**config.mk**
```make
export PLATFORM = sky130hd
export DESIGN_NAME = uart_fifo_tx
export DESIGN_NICKNAME = d
export VERILOG_FILES = /design/src/rtl/uart_fifo_tx.sv
export SDC_FILE = /design/constraint.sdc
export NUM_CORES = 1
export LEC_CHECK = 0
export CAP_MARGIN = 20
export CORE_MARGIN = 8
export CORE_UTILIZATION = 44
export DETAILED_ROUTE_END_ITERATION = 8
export PLACE_DENSITY = 0.74
export SYNTH_ARGS = -nofsm -noshare
export SYNTH_HDL_FRONTEND = slang
export SYNTH_SLANG_ARGS = --single-unit
```
**constraint.sdc**
```tcl
create_clock -name clk -period 4.46 [get_ports clk]
set_clock_uncertainty 0.15 [all_clocks]
set_input_delay 1.115 -clock clk [delete_from_list [all_inputs] [get_ports clk]]
set_output_delay 1.115 -clock clk [all_outputs]
set_load 0.01 [all_outputs]
```
**src/rtl/uart_fifo_tx.sv**
```systemverilog
// UART transmitter that pops words from a TX FIFO and serializes them: start, WIDTH data bits LSB first, optional even parity, stop bits.
// Define UART_TX_PARITY_EN to insert the even-parity bit after the data bits.
module uart_fifo_tx #(
  parameter int CLKS_PER_BIT = 434,
  parameter int WIDTH        = 8,
  parameter int STOP_BITS    = 1
) (
  input  logic             clk,
  input  logic             rst,
  input  logic             tx_en,
  input  logic [WIDTH-1:0] fifo_data,
  input  logic             fifo_empty,
  output logic             fifo_rd_en,
  output logic             tx,
  output logic             busy,
  output logic             tx_done
);

  localparam int CNT_W = $clog2(CLKS_PER_BIT);
  localparam int IDX_W = (WIDTH > 1) ? $clog2(WIDTH) : 1;
  localparam logic [CNT_W-1:0] CNT_MAX   = CNT_W'(CLKS_PER_BIT - 1);
  localparam logic [IDX_W-1:0] IDX_LAST  = IDX_W'(WIDTH - 1);
  localparam logic             STOP_LAST = (STOP_BITS == 2);

  typedef enum logic [2:0] {
    S_IDLE,
    S_START,
    S_DATA,
`ifdef UART_TX_PARITY_EN
    S_PARITY,
`endif
    S_STOP
  } state_t;

  state_t           state, state_d;
  logic [CNT_W-1:0] cnt, cnt_d;
  logic [IDX_W-1:0] idx, idx_d;
  logic             stop_idx, stop_idx_d;
  logic [WIDTH-1:0] shift_reg, shift_d;
  logic             tx_d, rd_en_d, busy_d, done_d;
`ifdef UART_TX_PARITY_EN
  logic             parity, parity_d;
`endif

  logic wrap;
  logic start_frame;

  assign wrap        = (cnt == CNT_MAX);
  assign start_frame = (state == S_IDLE) && tx_en && !fifo_empty;

  // State and datapath registers; every output pin comes straight from a flop.
  // NOTE: sequential state uses <= so all flops update from the same pre-edge values.
  always_ff @(posedge clk) begin
    if (!rst) begin
      state      <= S_IDLE;
      cnt        <= '0;
      idx        <= '0;
      stop_idx   <= 1'b0;
      shift_reg  <= '0;
      tx         <= 1'b1;
      fifo_rd_en <= 1'b0;
      busy       <= 1'b0;
      tx_done    <= 1'b0;
`ifdef UART_TX_PARITY_EN
      parity     <= 1'b0;
`endif
    end else begin
      state      <= state_d;
      cnt        <= cnt_d;
      idx        <= idx_d;
      stop_idx   <= stop_idx_d;
      shift_reg  <= shift_d;
      tx         <= tx_d;
      fifo_rd_en <= rd_en_d;
      busy       <= busy_d;
      tx_done    <= done_d;
`ifdef UART_TX_PARITY_EN
      parity     <= parity_d;
`endif
    end
  end

  // Next-state and datapath update.
  // NOTE: every always_comb target gets a default first so no latch is inferred.
  always_comb begin
    state_d    = state;
    cnt_d      = wrap ? '0 : cnt + 1'b1;
    idx_d      = idx;
    stop_idx_d = stop_idx;
    shift_d    = shift_reg;
`ifdef UART_TX_PARITY_EN
    parity_d   = parity;
`endif
    unique case (state)
      S_IDLE: begin
        cnt_d      = '0;
        idx_d      = '0;
        stop_idx_d = 1'b0;
        if (start_frame) begin
          state_d = S_START;
          shift_d = fifo_data;
`ifdef UART_TX_PARITY_EN
          parity_d = ^fifo_data;
`endif
        end
      end
      S_START: begin
        if (wrap) begin
          state_d = S_DATA;
          idx_d   = '0;
        end
      end
      S_DATA: begin
        if (wrap) begin
          if (idx == IDX_LAST) begin
`ifdef UART_TX_PARITY_EN
            state_d = S_PARITY;
`else
            state_d = S_STOP;
`endif
          end else begin
            shift_d = shift_reg >> 1;
            idx_d   = idx + 1'b1;
          end
        end
      end
`ifdef UART_TX_PARITY_EN
      S_PARITY: begin
        if (wrap) state_d = S_STOP;
      end
`endif
      S_STOP: begin
        if (wrap) begin
          if (stop_idx == STOP_LAST) state_d = S_IDLE;
          else                       stop_idx_d = 1'b1;
        end
      end
      default: state_d = S_IDLE;
    endcase
  end

  // Next values of the registered outputs.
  always_comb begin
    tx_d    = tx;
    rd_en_d = 1'b0;
    busy_d  = busy;
    done_d  = 1'b0;
    unique case (state)
      S_IDLE: begin
        tx_d   = 1'b1;
        busy_d = 1'b0;
        if (start_frame) begin
          tx_d    = 1'b0;
          rd_en_d = 1'b1;
          busy_d  = 1'b1;
        end
      end
      S_START: begin
        if (wrap) tx_d = shift_reg[0];
      end
      S_DATA: begin
        if (wrap) begin
          if (idx == IDX_LAST) begin
`ifdef UART_TX_PARITY_EN
            tx_d = parity;
`else
            tx_d = 1'b1;
`endif
          end else begin
            tx_d = shift_d[0];
          end
        end
      end
`ifdef UART_TX_PARITY_EN
      S_PARITY: begin
        if (wrap) tx_d = 1'b1;
      end
`endif
      S_STOP: begin
        tx_d = 1'b1;
        if (wrap && stop_idx == STOP_LAST) begin
          busy_d = 1'b0;
          done_d = 1'b1;
        end
      end
      default: begin
        tx_d   = 1'b1;
        busy_d = 1'b0;
      end
    endcase
  end

endmodule

```
==> results.sh, run 1 <==
export IMPL_dr_pass1_iters=5
export IMPL_ctsHtreeMaxLevel=1
export IMPL_synth_avg_cell_area_um2=9.27
export IMPL_synth_top_area_share_pct=36.2
export IMPL_dr_first_iter_drc_count=91
export IMPL_leakage_nw=0.603
export IMPL_slew_violations=0
export IMPL_antenna_found_initial=0
export IMPL_finalHoldViolCount=0
export IMPL_antenna_cells=0
export IMPL_grt_busiest_layer="met2"
export IMPL_antenna_left=0
export IMPL_critPathArrivalTime_ps=2800
export IMPL_grt_usage_pct=12.2
export IMPL_path_class="in -> reg"
export IMPL_hp_class="reg -> reg"
export IMPL_num_rows=21
export IMPL_post_cts_buffers=0
export IMPL_clkTransAtPathRegs_ps=130
export IMPL_syn_area_um2=1490
export IMPL_powerDensity_nw_per_um2=401
export IMPL_timing_final_crit_share_pct=60.2
export IMPL_grtUsageMet2_pct=20.8
export IMPL_seq_area_frac_synth_pct=36.2
export IMPL_tns_ps=0
export IMPL_grt_max_degree=23
export IMPL_clock_path_buffers=2
export IMPL_clock_sinks=27
export IMPL_min_period_ps=2690
export IMPL_fmax_mhz=372
export IMPL_ys_flop_type="dfxtp_1"
export IMPL_area_growth_pct=14.3
export IMPL_clk_latency_ps=320
export IMPL_die_area_um2=5510
export IMPL_grt_pass1_wl_um=5370
export IMPL_critical_path_endpoint_type="flip-flop"
export IMPL_root_buffer="clkbuf_4"
export IMPL_irDropWorstVdd_mv=0.174
export IMPL_synthCells=161
export IMPL_status="completed"
export IMPL_drc=0
export IMPL_hold_depth=2
export IMPL_drv_cap=0
export IMPL_relSlewSlack_pct=49.4
export IMPL_ys_async_sr_fraction_pct=0
export IMPL_avgRoutedWirePerCell_um=13.8
export IMPL_grt_pass1_vias=1236
export IMPL_num_nets_final=197
export IMPL_met3_usage_pct=2.16
export IMPL_required_ps=4570
export IMPL_place_congestion=0.763
export IMPL_tightestPinTransition_ps=756
export IMPL_hold_buffers=0
export IMPL_rsz0062_at_grt="no"
export IMPL_num_vias=1232
export IMPL_cts_tree="done"
export IMPL_start_util_pct=45.1
export IMPL_synth_edff_count=0
export IMPL_die_y_um=74.2
export IMPL_numCtsBuffers=3
export IMPL_die_x_um=74.2
export IMPL_finalPower_w=0.000684
export IMPL_io_pins=16
export IMPL_dpl_hpwl_um=2290
export IMPL_io_buffers=15
export IMPL_synth_area_top_cells="dfxtp_1 (36%), ha_1 (7.5%), a22oi_1 (4.0%)"
export IMPL_synth_top_cell_by_area="dfxtp_1"
export IMPL_met1_usage_pct=14.3
export IMPL_syn_nets=182
export IMPL_synth_distinct_cells=46
export IMPL_viasPerCell=5.57
export IMPL_crit_fanout=9
export IMPL_r2r_setup_slack_ps=2140
export IMPL_core_area_um2=3310
export IMPL_ys_ff_latch=27
export IMPL_setup_viol=0
export IMPL_synth_warnings=0
export IMPL_wl_um=3040
export IMPL_setup_worst_path_start_class="input port"
export IMPL_reg2regPathDepth=6
export IMPL_cts_resized=0
export IMPL_overflow=0
export IMPL_largest_reg_flops=9
export IMPL_layout_drive_gt1_share_pct=8.00
[Yosys cell counts (all sizes together) (2+ instances only)]
cell type  count
nand4b         2
nand3b         2
xnor2          4
o221ai         6
a21oi          8
nand3          6
ha             9
dfxtp         27
xor2           3
mux2i          5
or3            2
nand2         12
a21boi         4
o21a           3
a22oi          8
inv            8
nor3           4
nand2b         8
nor2b          2
clkbuf         4
nor2          10
o21ai          7
[layout by cell type, fill, tap and decap left out, drive strengths merged, types with 2 or more instances in the layout]
cell	instances
a21boi	4
a21oi	8
a22oi	8
clkbuf	4
clkdlybuf4s50	15
dfxtp	27
ha	9
inv	8
mux2i	5
nand2	12
nand2b	8
nand3	6
nand3b	2
nand4b	2
nor2	10
nor2b	2
nor3	4
o21a	3
o21ai	7
o221ai	6
or3	2
xnor2	4
xor2	3
[report_power, final]
group | switching (W) | internal, W
Clock | 0.0000693 | 0.0000351
Sequential | 0.0000315 | 0.000279
Combinational | 0.000142 | 0.000128
[metal layers]
metal  wire, µm  vias to the layer above
met5          0                        -
met3        150                        5
met2       1510                       32
met1       1320                      579
met4         55                        0
li1           -                      616
[kinds of logic after synthesis]
| logic type | Yosys count | synth area share, % |
|---|---|---|
| mux | 6 | 4.11 |
| flops | 27 | 36.2 |
| xor+xnor | 7 | 4.11 |
| simple gates | 56 | 24.2 |
| compound gates | 43 | 20.5 |
| buf+inv | 13 | 3.35 |
| fa+ha+maj | 9 | 7.54 |
[worst max-delay path, stage by stage]
cell	delay, ps
clkdlybuf4s50_1	470
and3b_1	360
o21bai_1	320
o21a_2	320
mux2i_1	210
[layout make-up]
| class | count | area, µm² |
|---|---|---|
| Fill cell | 325 | 1600 |
| Multi-Input combinational cell | 121 | 902 |
| Sequential cell | 27 | 541 |
| Timing Repair Buffer | 15 | 150 |
| Tap cell | 46 | 57.6 |
| Inverter | 8 | 30.0 |
| Clock buffer | 4 | 26.3 |
[metrics by stage]
step / setup slack (ps) / cells / cell area [µm²] / util [%] / hold WS (ps)
after floorplan: 2140 / 161 / 1490 / - / 271
after global placement: 1520 / 217 / 1680 / 50.8 / 297
after detailed placement: 1450 / 217 / 1680 / 50.8 / 297
after CTS: 1800 / 221 / 1710 / 51.5 / 318
after global routing: 1690 / 221 / 1710 / 51.5 / 330
final: 1770 / 221 / 1710 / 51.5 / 320
[worst paths after layout]
kind,from,endpoint
max,tx_en,shift_reg[7]
min,stop_idx,stop_idx
max reg2reg,state[0],shift_reg[7]
min reg2reg,stop_idx,stop_idx
Power figures use the tool's default switching activity.
==> run 2: changes to the inputs <==
--- a/config.mk
+++ b/config.mk
@@ -9,7 +9,7 @@
 export CORE_MARGIN = 8
 export CORE_UTILIZATION = 44
 export DETAILED_ROUTE_END_ITERATION = 8
-export PLACE_DENSITY = 0.74
+export PLACE_DENSITY = 0.76
 export SYNTH_ARGS = -nofsm -noshare
 export SYNTH_HDL_FRONTEND = slang
 export SYNTH_SLANG_ARGS = --single-unit
==> constraint.sdc (replaced) <==
create_clock -name clk -period 2.2 [get_ports clk]
set_clock_uncertainty 0.15 [all_clocks]
set_input_delay 0.55 -clock clk [delete_from_list [all_inputs] [get_ports clk]]
set_output_delay 0.55 -clock clk [all_outputs]
set_load 0.01 [all_outputs]
==> run 2 against run 1 <==
Against the previous run:
- final cell count up 2.7%
- combinational power up 120%
- highest routed layer unchanged
- via count down 0.16%
- critical path depth unchanged
- sequential share of layout area down 0.86 points
- worst hold slack worse by 9.4 ps
- register-to-register slack worse by 1900 ps
- worst setup slack worse by 1600 ps
- clock-buffer cell count unchanged
==> results.sh, run 2 (synthesis gave the netlist of run 1 again) <==
export IMPL_status="completed"
export IMPL_dr_pass1_iters=4
export IMPL_clock_sinks=27
export IMPL_io_buffers=15
export IMPL_worstPathCellList="ha_1 > nand4b_2 > nor3_4 > o21a_2 > mux2i_1"
export IMPL_cp_slowest_cell="dfxtp_1"
export IMPL_hp_class="reg -> reg"
export IMPL_viasPerCell=5.42
export IMPL_grt_max_degree=16
export IMPL_r2r_setup_slack_ps=210
export IMPL_crit_fanout=7
export IMPL_post_cts_buffers=0
export IMPL_ctsHtreeMaxLevel=1
export IMPL_setup_viol=0
export IMPL_drv_cap=0
export IMPL_required_ps=2310
export IMPL_min_period_ps=1990
export IMPL_hold_depth=2
export IMPL_reg2regPathDepth=5
export IMPL_layout_commonest_cell="dfxtp_1"
export IMPL_io_pins=16
export IMPL_clkTransAtPathRegs_ps=140
export IMPL_slowest_delay_ps=420
export IMPL_r2r_start="cnt[0]"
export IMPL_path_class="reg -> reg"
export IMPL_tightestPinTransition_ps=451
export IMPL_slew_violations=0
export IMPL_layout_drive_gt1_share_pct=11.6
export IMPL_setup_worst_path_start_class="flip-flop"
export IMPL_largest_reg_flops=9
export IMPL_leakage_nw=0.630
export IMPL_antenna_found_initial=0
export IMPL_clock_path_buffers=2
export IMPL_place_congestion=0.823
export IMPL_place_area_um2=1730
export IMPL_hold_path_startpoint="stop_idx"
export IMPL_grt_pass1_wl_um=5660
export IMPL_finalHoldViolCount=0
export IMPL_dr_first_iter_drc_count=86
export IMPL_relSlewSlack_pct=69.8
export IMPL_final_cell_mix="dfxtp_1 (27), clkdlybuf4s50_1 (15), nand2_1 (12)"
export IMPL_drc=0
export IMPL_die_area_um2=5510
export IMPL_critical_path_endpoint_type="flip-flop"
export IMPL_antenna_cells=0
export IMPL_core_area_um2=3310
export IMPL_clk_latency_ps=320
export IMPL_irDropWorstVdd_mv=0.378
export IMPL_area_growth_pct=17.5
export IMPL_grt_usage_pct=12.9
export IMPL_num_rows=21
export IMPL_start_util_pct=45.1
export IMPL_die_x_um=74.2
export IMPL_die_y_um=74.2
export IMPL_fmax_mhz=503
export IMPL_num_nets_final=203
export IMPL_critPathArrivalTime_ps=2100
export IMPL_hold_end="stop_idx"
export IMPL_wl_um=3270
export IMPL_powerDensity_nw_per_um2=815
export IMPL_numCtsBuffers=3
export IMPL_timing_final_crit_share_pct=90.3
export IMPL_antenna_left=0
export IMPL_num_vias=1230
export IMPL_finalInstanceArea_um2=1750
export IMPL_fillers=334
export IMPL_grt_pass1_vias=1260
export IMPL_dpl_hpwl_um=2490
export IMPL_root_buffer="clkbuf_4"
export IMPL_worstReg2RegEnd="shift_reg[7]"
export IMPL_overflow=0
export IMPL_tns_ps=0
export IMPL_hold_buffers=0
export IMPL_rsz0062_at_grt="no"
export IMPL_cts_tree="done"
export IMPL_avgRoutedWirePerCell_um=14.4
## run 2: critical path, delay by kind of cell (launching register included)
kind	cells	cell delay, ps
fa+ha+maj	1	260
compound gates	1	260
simple gates	2	660
flops	1	420
mux	1	190
## run 2: worst max path at each step
stage | cells past startpoint | slack (ps) | from | endpoint
2_1_floorplan | 6 | 400 | state[0] | shift_reg[7]
3_3_place_gp | 5 | 60 | fifo_empty | tx
3_5_place_dp | 5 | 20 | fifo_empty | tx
4_1_cts | 6 | 160 | state[0] | shift_reg[7]
5_1_grt | 5 | 20 | cnt[0] | shift_reg[7]
6_report | 5 | 210 | cnt[0] | shift_reg[7]
## run 2: through the flow
stage | hold slack, ps | setup slack (ps) | std cells | util [%] | total power (W)
2_1_floorplan | 271 | 396 | 161 | - | 0.00104
3_3_place_gp | 290 | 55.0 | 223 | 52.1 | 0.00119
3_5_place_dp | 295 | 15.5 | 223 | 52.1 | 0.00122
4_1_cts | 314 | 155 | 227 | 52.9 | 0.00144
5_1_grt | 330 | 20.2 | 227 | 53.0 | 0.00154
6_report | 310 | 213 | 227 | 53.0 | 0.00143
## run 2: where the power goes
group          switching, W  total [W]  internal, W
Sequential        0.0000672   0.000633     0.000566
Clock              0.000137   0.000208    0.0000708
Combinational      0.000302   0.000588     0.000286
## run 2: cell type report
class	instances	area, µm²	area share (%)
Multi-Input combinational cell	121	905	51.6
Tap cell	46	57.6	3.28
Timing Repair Buffer	21	195	11.1
Inverter	8	30.0	1.71
Sequential cell	27	541	30.8
Clock buffer	4	26.3	1.50
## run 2: timing repair
item,in CTS,in global routing
hold endpoints to repair,0,0
gates resized for setup,0,1
endpoints found under the setup margin,0,2
## run 2: metal layers
layer | wire (µm) | track usage, % | vias to the layer above
li1 | - | - | 629
met1 | 1520 | 15.1 | 584
met2 | 1650 | 23.0 | 15
met3 | 77 | 1.89 | 2
met4 | 19 | 4.57 | 0
met5 | 0 | 0 | -
